File: src/rtl/demux_pkg.sv
// Shared definitions for the stream demultiplexer: default sizes, select-width helper
// and a slice macro for channel-flattened buses.
`ifndef DEMUX_PKG_SV
`define DEMUX_PKG_SV

// Channel i of a flattened bus; expects DATA_WIDTH in the using scope.
`define CH_SLICE(i) ((i)*DATA_WIDTH) +: DATA_WIDTH

package demux_pkg;

  localparam int unsigned DEF_DATA_WIDTH = 8;
  localparam int unsigned DEF_NUM_OUT    = 4;

  function automatic int unsigned clog2(input int unsigned value);
    int unsigned result;
    result = 0;
    for (int unsigned w = 0; w < 32; w++) begin
      if ((33'd1 << w) < {1'b0, value}) result = w + 1;
    end
    return result;
  endfunction

endpackage

`endif

File: src/rtl/demux_slot.sv
// One-entry registered output slot: holds a word until the consumer takes it,
// and may be reloaded in the same cycle it drains.
module demux_slot
  import demux_pkg::*;
#(
  parameter int unsigned DATA_WIDTH = DEF_DATA_WIDTH
) (
  input  logic                  clk,
  input  logic                  rst_n,
  input  logic                  load_i,
  input  logic [DATA_WIDTH-1:0] data_in_i,
  input  logic                  ready_i,
  output logic                  valid_o,
  output logic [DATA_WIDTH-1:0] data_o
);

  logic                  valid_q, valid_d;
  logic [DATA_WIDTH-1:0] data_q, data_d;

  // The parent only asserts load_i when the slot is empty or draining this cycle.
  always_comb begin
    valid_d = valid_q & ~ready_i;
    data_d  = data_q;
    if (load_i) begin
      valid_d = 1'b1;
      data_d  = data_in_i;
    end
  end

  always_ff @(posedge clk or negedge rst_n) begin
    if (!rst_n) begin
      valid_q <= 1'b0;
      data_q  <= '0;
    end else begin
      valid_q <= valid_d;
      data_q  <= data_d;
    end
  end

  assign valid_o = valid_q;
  assign data_o  = data_q;

endmodule

File: src/rtl/stream_demux_1_n.sv
// 1-to-NUM_OUT valid/ready demultiplexer with registered per-channel slots,
// all-or-none broadcast and discard of out-of-range selects.
module stream_demux_1_n
  import demux_pkg::*;
#(
  parameter int unsigned DATA_WIDTH = DEF_DATA_WIDTH,
  parameter int unsigned NUM_OUT    = DEF_NUM_OUT,
  parameter int unsigned SEL_W      = clog2(NUM_OUT)
) (
  input  logic                          clk,
  input  logic                          rst_n,
  input  logic                          in_valid,
  output logic                          in_ready,
  input  logic [DATA_WIDTH-1:0]         in_data,
  input  logic [SEL_W-1:0]              in_sel,
  input  logic                          in_bcast,
  output logic [NUM_OUT-1:0]            out_valid,
  input  logic [NUM_OUT-1:0]            out_ready,
  output logic [NUM_OUT*DATA_WIDTH-1:0] out_data,
  output logic                          drop_pulse
);

  logic [NUM_OUT-1:0] free;
  logic [NUM_OUT-1:0] load;
  logic               sel_ok;
  logic               sel_free;
  logic               accept;
  logic               drop_d, drop_q;

  assign free   = ~out_valid | out_ready;
  assign sel_ok = {1'b0, in_sel} < (SEL_W + 1)'(NUM_OUT);

  // Out-of-range selects are always accepted so they can be discarded.
  always_comb begin
    sel_free = 1'b0;
    for (int unsigned i = 0; i < NUM_OUT; i++) begin
      if (in_sel == SEL_W'(i)) sel_free = free[i];
    end
    if (in_bcast)    in_ready = &free;
    else if (sel_ok) in_ready = sel_free;
    else             in_ready = 1'b1;
  end

  assign accept = in_valid & in_ready;

  always_comb begin
    load = '0;
    for (int unsigned i = 0; i < NUM_OUT; i++) begin
      load[i] = accept & (in_bcast | (in_sel == SEL_W'(i)));
    end
  end

  assign drop_d = accept & ~in_bcast & ~sel_ok;

  always_ff @(posedge clk or negedge rst_n) begin
    if (!rst_n) drop_q <= 1'b0;
    else        drop_q <= drop_d;
  end

  assign drop_pulse = drop_q;

  for (genvar g = 0; g < NUM_OUT; g++) begin : g_slot
    demux_slot #(
      .DATA_WIDTH(DATA_WIDTH)
    ) u_slot (
      .clk      (clk),
      .rst_n    (rst_n),
      .load_i   (load[g]),
      .data_in_i(in_data),
      .ready_i  (out_ready[g]),
      .valid_o  (out_valid[g]),
      .data_o   (out_data[`CH_SLICE(g)])
    );
  end

endmodule

File: config.mk
export PLATFORM = sky130hd
export DESIGN_NAME = stream_demux_1_n
export DESIGN_NICKNAME = d
export VERILOG_FILES = /design/src/rtl/demux_pkg.sv /design/src/rtl/demux_slot.sv /design/src/rtl/stream_demux_1_n.sv
export SDC_FILE = /design/constraint.sdc
export NUM_CORES = 1
export LEC_CHECK = 0
export BUFFER_PORTS_ARGS = -buffer_cell sky130_fd_sc_hd__buf_2
export CAP_MARGIN = 20
export CORE_MARGIN = 3
export CORE_UTILIZATION = 44
export DETAILED_ROUTE_END_ITERATION = 16
export PLACE_DENSITY = 0.72
export SETUP_SLACK_MARGIN = 0.02
export SLEW_MARGIN = 20
export SYNTH_ARGS = -nofsm -noshare
export SYNTH_HDL_FRONTEND = slang
export SYNTH_SLANG_ARGS = --single-unit
File: constraint.sdc
create_clock -name clk -period 1.54 [get_ports clk]
set_input_delay 0.308 -clock clk [delete_from_list [all_inputs] [get_ports clk]]
set_output_delay 0.308 -clock clk [all_outputs]
set_load 0.1 [all_outputs]
==> results of run 1 <==
[layout make-up]
cell class,instances,area (um2),area share (%)
timing repair buffer,79,526.8,23.29
sequential,36,900.9,39.82
clock buffer,7,55.05,2.434
clock inverter,1,7.507,0.3319
multi-input combinational,58,700.7,30.97
inverter,1,16.27,0.7190
tap,44,55.05,2.434
[sequential cells by signal, summed over array words and instances, names as in the netlist]
| name | count |
|---|---|
| g_slot.u_slot.valid_o | 4 |
| g_slot.u_slot.data_o | 32 |
[timing repair]
item                                   CTS  global route
pin swaps                                2             2
buffers inserted                        55             0
endpoints found under the hold margin    0             5
setup endpoints to repair               33            34
hold buffers                             0             1
resized for setup                       23            11
cloned                                   0             1
[kinds of logic after synthesis]
| family | after synthesis |
|---|---|
| AOI/OAI and AO/OA | 10 |
| and+or+nand+nor | 15 |
| DFF | 36 |
| muxes | 32 |
| other | 1 |
| buffers and inverters | 7 |
[metrics by stage]
step	cell area, um2	setup TNS, ps	setup slack [ps]
3_3_place_gp	2027	-11180	-363.9
5_1_grt	2262	-8267	-462.9
2_1_floorplan	1578	-4394	-151.0
4_1_cts	2225	-5854	-340.9
3_5_place_dp	2027	-12160	-428.7
6_report	2262	-5744	-350.1
[cells in the final DEF, fill, tap and decap left out, drive strengths merged]
cell | Yosys | final
a21oi | 2 | 2
and2b | 1 | 1
buf | 6 | 77
clkbuf | 0 | 8
clkinvlp | 0 | 1
conb | 1 | 1
dfrtp | 36 | 36
dlygate4sd3 | 0 | 1
inv | 1 | 1
mux2 | 32 | 32
nand2 | 2 | 2
nand2b | 4 | 4
nor2 | 4 | 4
nor3 | 3 | 3
o21ai | 2 | 2
o21bai | 1 | 1
o221ai | 1 | 1
o22ai | 1 | 1
o31ai | 3 | 3
or4b | 1 | 1
[how the worst max path moves through the flow]
stage | from | end
5_1_grt | g_slot[1].u_slot.valid_o | in_ready
3_5_place_dp | in_sel[0] | g_slot[0].u_slot.data_o[1]
4_1_cts | g_slot[1].u_slot.valid_o | in_ready
6_report | g_slot[1].u_slot.valid_o | in_ready
3_3_place_gp | in_sel[0] | g_slot[0].u_slot.data_o[1]
2_1_floorplan | in_sel[1] | g_slot[2].u_slot.data_o[0]
[metal layers]
layer | GRT usage, % | wire [um] | vias to the layer above
met5 | 0 | 0 | -
met4 | 5.440 | 37 | 0
met3 | 5.983 | 237 | 4
met2 | 31.73 | 1828 | 40
met1 | 22.35 | 1467 | 543
li1 | - | - | 518
[critical path, cell delays in order (launching register included)]
cell,delay [ps]
dfrtp_1,380
nand2b_1,100
o21bai_4,130
buf_6,110
o221ai_4,90
buf_6,140
nor2_4,110
buf_12,180
==> results.toml, run 1 <==
[setup_path]
worst_ep_required_time_ps = 1230
crit_path_end_kind = "primary output"
cp_max_fo = 2
reg2reg_to = "g_slot[2].u_slot.data_o[5]"
reg2reg_depth = 8
rr_startpoint = "g_slot[1].u_slot.valid_o"
crit_path_start_kind = "flip-flop"
crit_arrival_ps = 1580
path_class = "flip-flop to primary output"
rrSetupSlack_ps = -270

[worst_hold_path]
hold_path_depth = 2
hold_end = "g_slot[3].u_slot.data_o[4]"
hp-class = "input port to flip-flop"
min_from = "in_data[4]"

[clocking]
clock-sinks = 36
clkLatencyLatePin_ps = 330
tritoncts = "built"
cts_made_buffers = 5
path_clk_slew_ps = 100
htree_num_levels = 2
root_buffer = "clkbuf_4"
cts_buffer_depth = 2

[yosys]
synthTopCellsByCount = "dfrtp_1 (36), mux2_2 (24), mux2_4 (8)"
async_flop_share_pct = 100.0
synth_fa_ha_area_share_pct = 0
syn-cell-area_um2 = 1558
yosysMostFrequentCell = "dfrtp_1"
seq_area_frac_synth_pct = 57.83
synth-seq-cells = 36
synth_top_family_by_area = "multiplexers"
synth_cell_types = 24
synth_top_area_share_pct = 57.83
synthXorXnorAreaFrac_pct = 0
yosys_warnings = 0
synth_top_flop_cell = "dfrtp_1"
synth_top_cell_by_area = "dfrtp_1"
avgSynthCellArea_um2 = 15.42
syn_nets = 119
synthSimpleGateAreaFrac_pct = 7.550
synth_compound_area_share_pct = 5.944
synth_edf_count = 0
synth.area.top_cells = "dfrtp_1 (58%), mux2_2 (17%), mux2_4 (7.7%), buf_4 (2.4%), nor3_4 (2.1%)"
synthCells = 101
synthMuxAreaShare_pct = 25.06

[timing]
setup_ws_ps = -350.1
finalHoldViolations = 0
hold_ws_ps = 251.0
rsz0062_at_grt = "yes"
setup_viol = 33
timing.fmax_mhz = 529.1
fin_crit_ps = 1890
drv_slew = 0
finClkSkew_ps = 5.317
post-route-period-util_pct = 122.7

[global_routing]
grt_overflow_total = 0
grt_max_degree = 37
grt_use_total_pct = 18.58
grt_pass1_wl_um = 5989
antenna_found_initial = 0
grt_pass1_vias = 1247

[route]
drtIter0Drc = 41
drt_wl_total_um = 3570
postRouteAntennaNets = 0
route.detailed.drc = 0
firstDrtPassIters = 4
vias = 1105
routedWlPerCell_um = 15.80
viasPerCell = 4.889

[layout]
instances_no_fill = 226
fill_cells = 255
areaGrowthSynthToFinish_pct = 45.22
num-nets-final = 199
diodes = 0
fin_util_pct = 70.63
drive_gt1_share_pct = 72.53

[floorplanning]
die-area_um2 = 4290
ioPinCount = 56
start_util_pct = 48.63
die_h_um = 65.50
core_area_um2 = 3203
num_rows = 20
die_x_um = 65.50

[placement]
hpwl_um = 2556
io_buffers = 54
place_inst = 214
gp_congestion = 0.7609

[run_status]
status = "complete, but fails checks"
violations = "setup timing"

[flow_run]
cap_violations = 0
Power of run 1 is not shown: default switching activity piles up to over one toggle a cycle in this logic, so the estimate is an artifact.
==> run 2, diff against run 1 <==
Settings changed: CORE_UTILIZATION 44 to 45, PLACE_DENSITY 0.72 to 0.7, REMOVE_ABC_BUFFERS set to 1.
Clock period 1.54 ns to 2.2 ns, I/O delays scaled along.
==> run 2 against run 1 <==
Non-clock buffer count decreased by 15. Cell area decreased by 11%. Sequential share of layout area increased by 5.1 points. First-iteration DRC count decreased by 59%. Critical path depth decreased by 1. The run now ends clean. Final cell count decreased by 6.6%. Core utilization decreased by 7.6 points. Register-to-register slack improved by 590 ps. Via count decreased by 5.3%. Worst setup slack improved by 510 ps.
==> results.toml, run 2 (same netlist as run 1, synthesis figures left out) <==
[run_status]
status = "finished clean"

[route]
drtIter0Drc = 17
postRouteAntennaNets = 0
routedWlPerCell_um = 15.58
vias = 1046
firstDrtPassIters = 4
drt_wl_total_um = 3287
route.detailed.drc = 0
viasPerCell = 4.957

[floorplanning]
die-area_um2 = 4204
die_x_um = 64.84
die_h_um = 64.84
ioPinCount = 56
start_util_pct = 49.02
num_rows = 20
core_area_um2 = 3178

[setup_path]
slowest_stage = "o21bai_1"
cp_max_fo = 4
cp_cell_sequence = "buf_2 -> and2b_1 -> o21bai_1 -> o221ai_4 -> nor2_2 -> buf_12"
max_stage_delay_ps = 290
rrSetupSlack_ps = 320
crit_family = "compound AO/OA/AOI/OAI gates"
crit_path_start_kind = "input port"
worst_ep_required_time_ps = 1760
crit_path_end_kind = "primary output"
crit_arrival_ps = 1600
reg2reg_depth = 7
crit_buf_inv = 2
critical_path_depth = 6
path_class = "input port to primary output"

[timing]
hold_ws_ps = 154.3
finClkSkew_ps = 8.900
max_slew_margin_pct = 48.82
timing.fmax_mhz = 489.1
fin_crit_ps = 2045
setup_viol = 0
drv_slew = 0
tightest_slew_ps = 767.7
finalHoldViolations = 0
post-route-period-util_pct = 92.93
tns_ps = 0
rsz0062_at_grt = "no"

[global_routing]
grt_use_total_pct = 17.27
grt_pass1_wl_um = 5402
grt_overflow_total = 0
antenna_found_initial = 0
grt_pass1_vias = 1146
grt_max_degree = 37

[clocking]
cts_hold_buf = 0
root_buffer = "clkbuf_4"
htree_num_levels = 2
tritoncts = "built"
path_clk_slew_ps = 120
cts_made_buffers = 5
clkLatencyLatePin_ps = 340
cts_buffer_depth = 2
clock-sinks = 36

[layout]
largest_register_ff_count = 32
areaGrowthSynthToFinish_pct = 28.59
fill_cells = 272
diodes = 0
final_area_um2 = 2003
num-nets-final = 184
layout_commonest_cell = "buf_2"
layout_common_cells = "buf_2 (53), dfrtp_1 (36), mux2_2 (24)"
instances_no_fill = 211
drive_gt1_share_pct = 68.26

[flow_run]
cap_violations = 0

[worst_hold_path]
hp-class = "input port to async pin"

[placement]
gp_congestion = 0.8379
io_buffers = 54
placed_area_um2 = 1909
hpwl_um = 2465
place_inst = 201
-- run 2: cell types whose count changed in the layout (fill, tap and decap cells not counted), moves of 2 or more --
cell     change
mux2_4       -8
mux2_2       +8
o21ai_4      -2
buf_6       -13
-- run 2: final timing paths --
path / end / from
max in group asynchronous: g_slot[1].u_slot.data_o[3] / rst_n
worst max register to register: g_slot[0].u_slot.data_o[2] / g_slot[1].u_slot.valid_o
worst min-delay path: g_slot[1].u_slot.valid_o / rst_n
worst max-delay path: in_ready / in_sel[1]
min in group clk: g_slot[3].u_slot.data_o[3] / in_data[3]
worst min register to register: g_slot[0].u_slot.data_o[4] / g_slot[0].u_slot.data_o[4]
-- run 2: layout make-up --
| type | instances | area, um2 | share of cell area (%) |
|---|---|---|---|
| inverters | 1 | 3.754 | 0.1874 |
| repair buffers | 64 | 360.3 | 17.99 |
| clock inverters | 2 | 13.76 | 0.6871 |
| multi-input cells | 58 | 618.1 | 30.86 |
| flip-flops and latches | 36 | 900.9 | 44.97 |
| well taps | 44 | 55.05 | 2.748 |
| clock buffers | 6 | 51.30 | 2.561 |
-- run 2: routing by layer --
metal | vias up | wire, um | global-route usage, %
met3 | 5 | 187 | 7.106
li1 | 482 | - | -
met1 | 525 | 1240 | 18.84
met2 | 34 | 1807 | 29.76
met4 | 0 | 52 | 6.596
met5 | - | 0 | 0
-- run 2: metrics by stage --
step                worst slack, ps  util [%]
floorplan                    -843.8         -
global placement              110.4     60.08
detailed placement            83.96     60.08
CTS                           66.77     62.13
global route                  56.55     63.03
finish                        155.4     63.03
-- run 2: what timing repair did --
| action | CTS | global route |
|---|---|---|
| buffers inserted | 0 | 2 |
| setup endpoints to repair | 0 | 1 |
| resized for setup | 0 | 2 |
Power of run 2 is left out for the same reason.
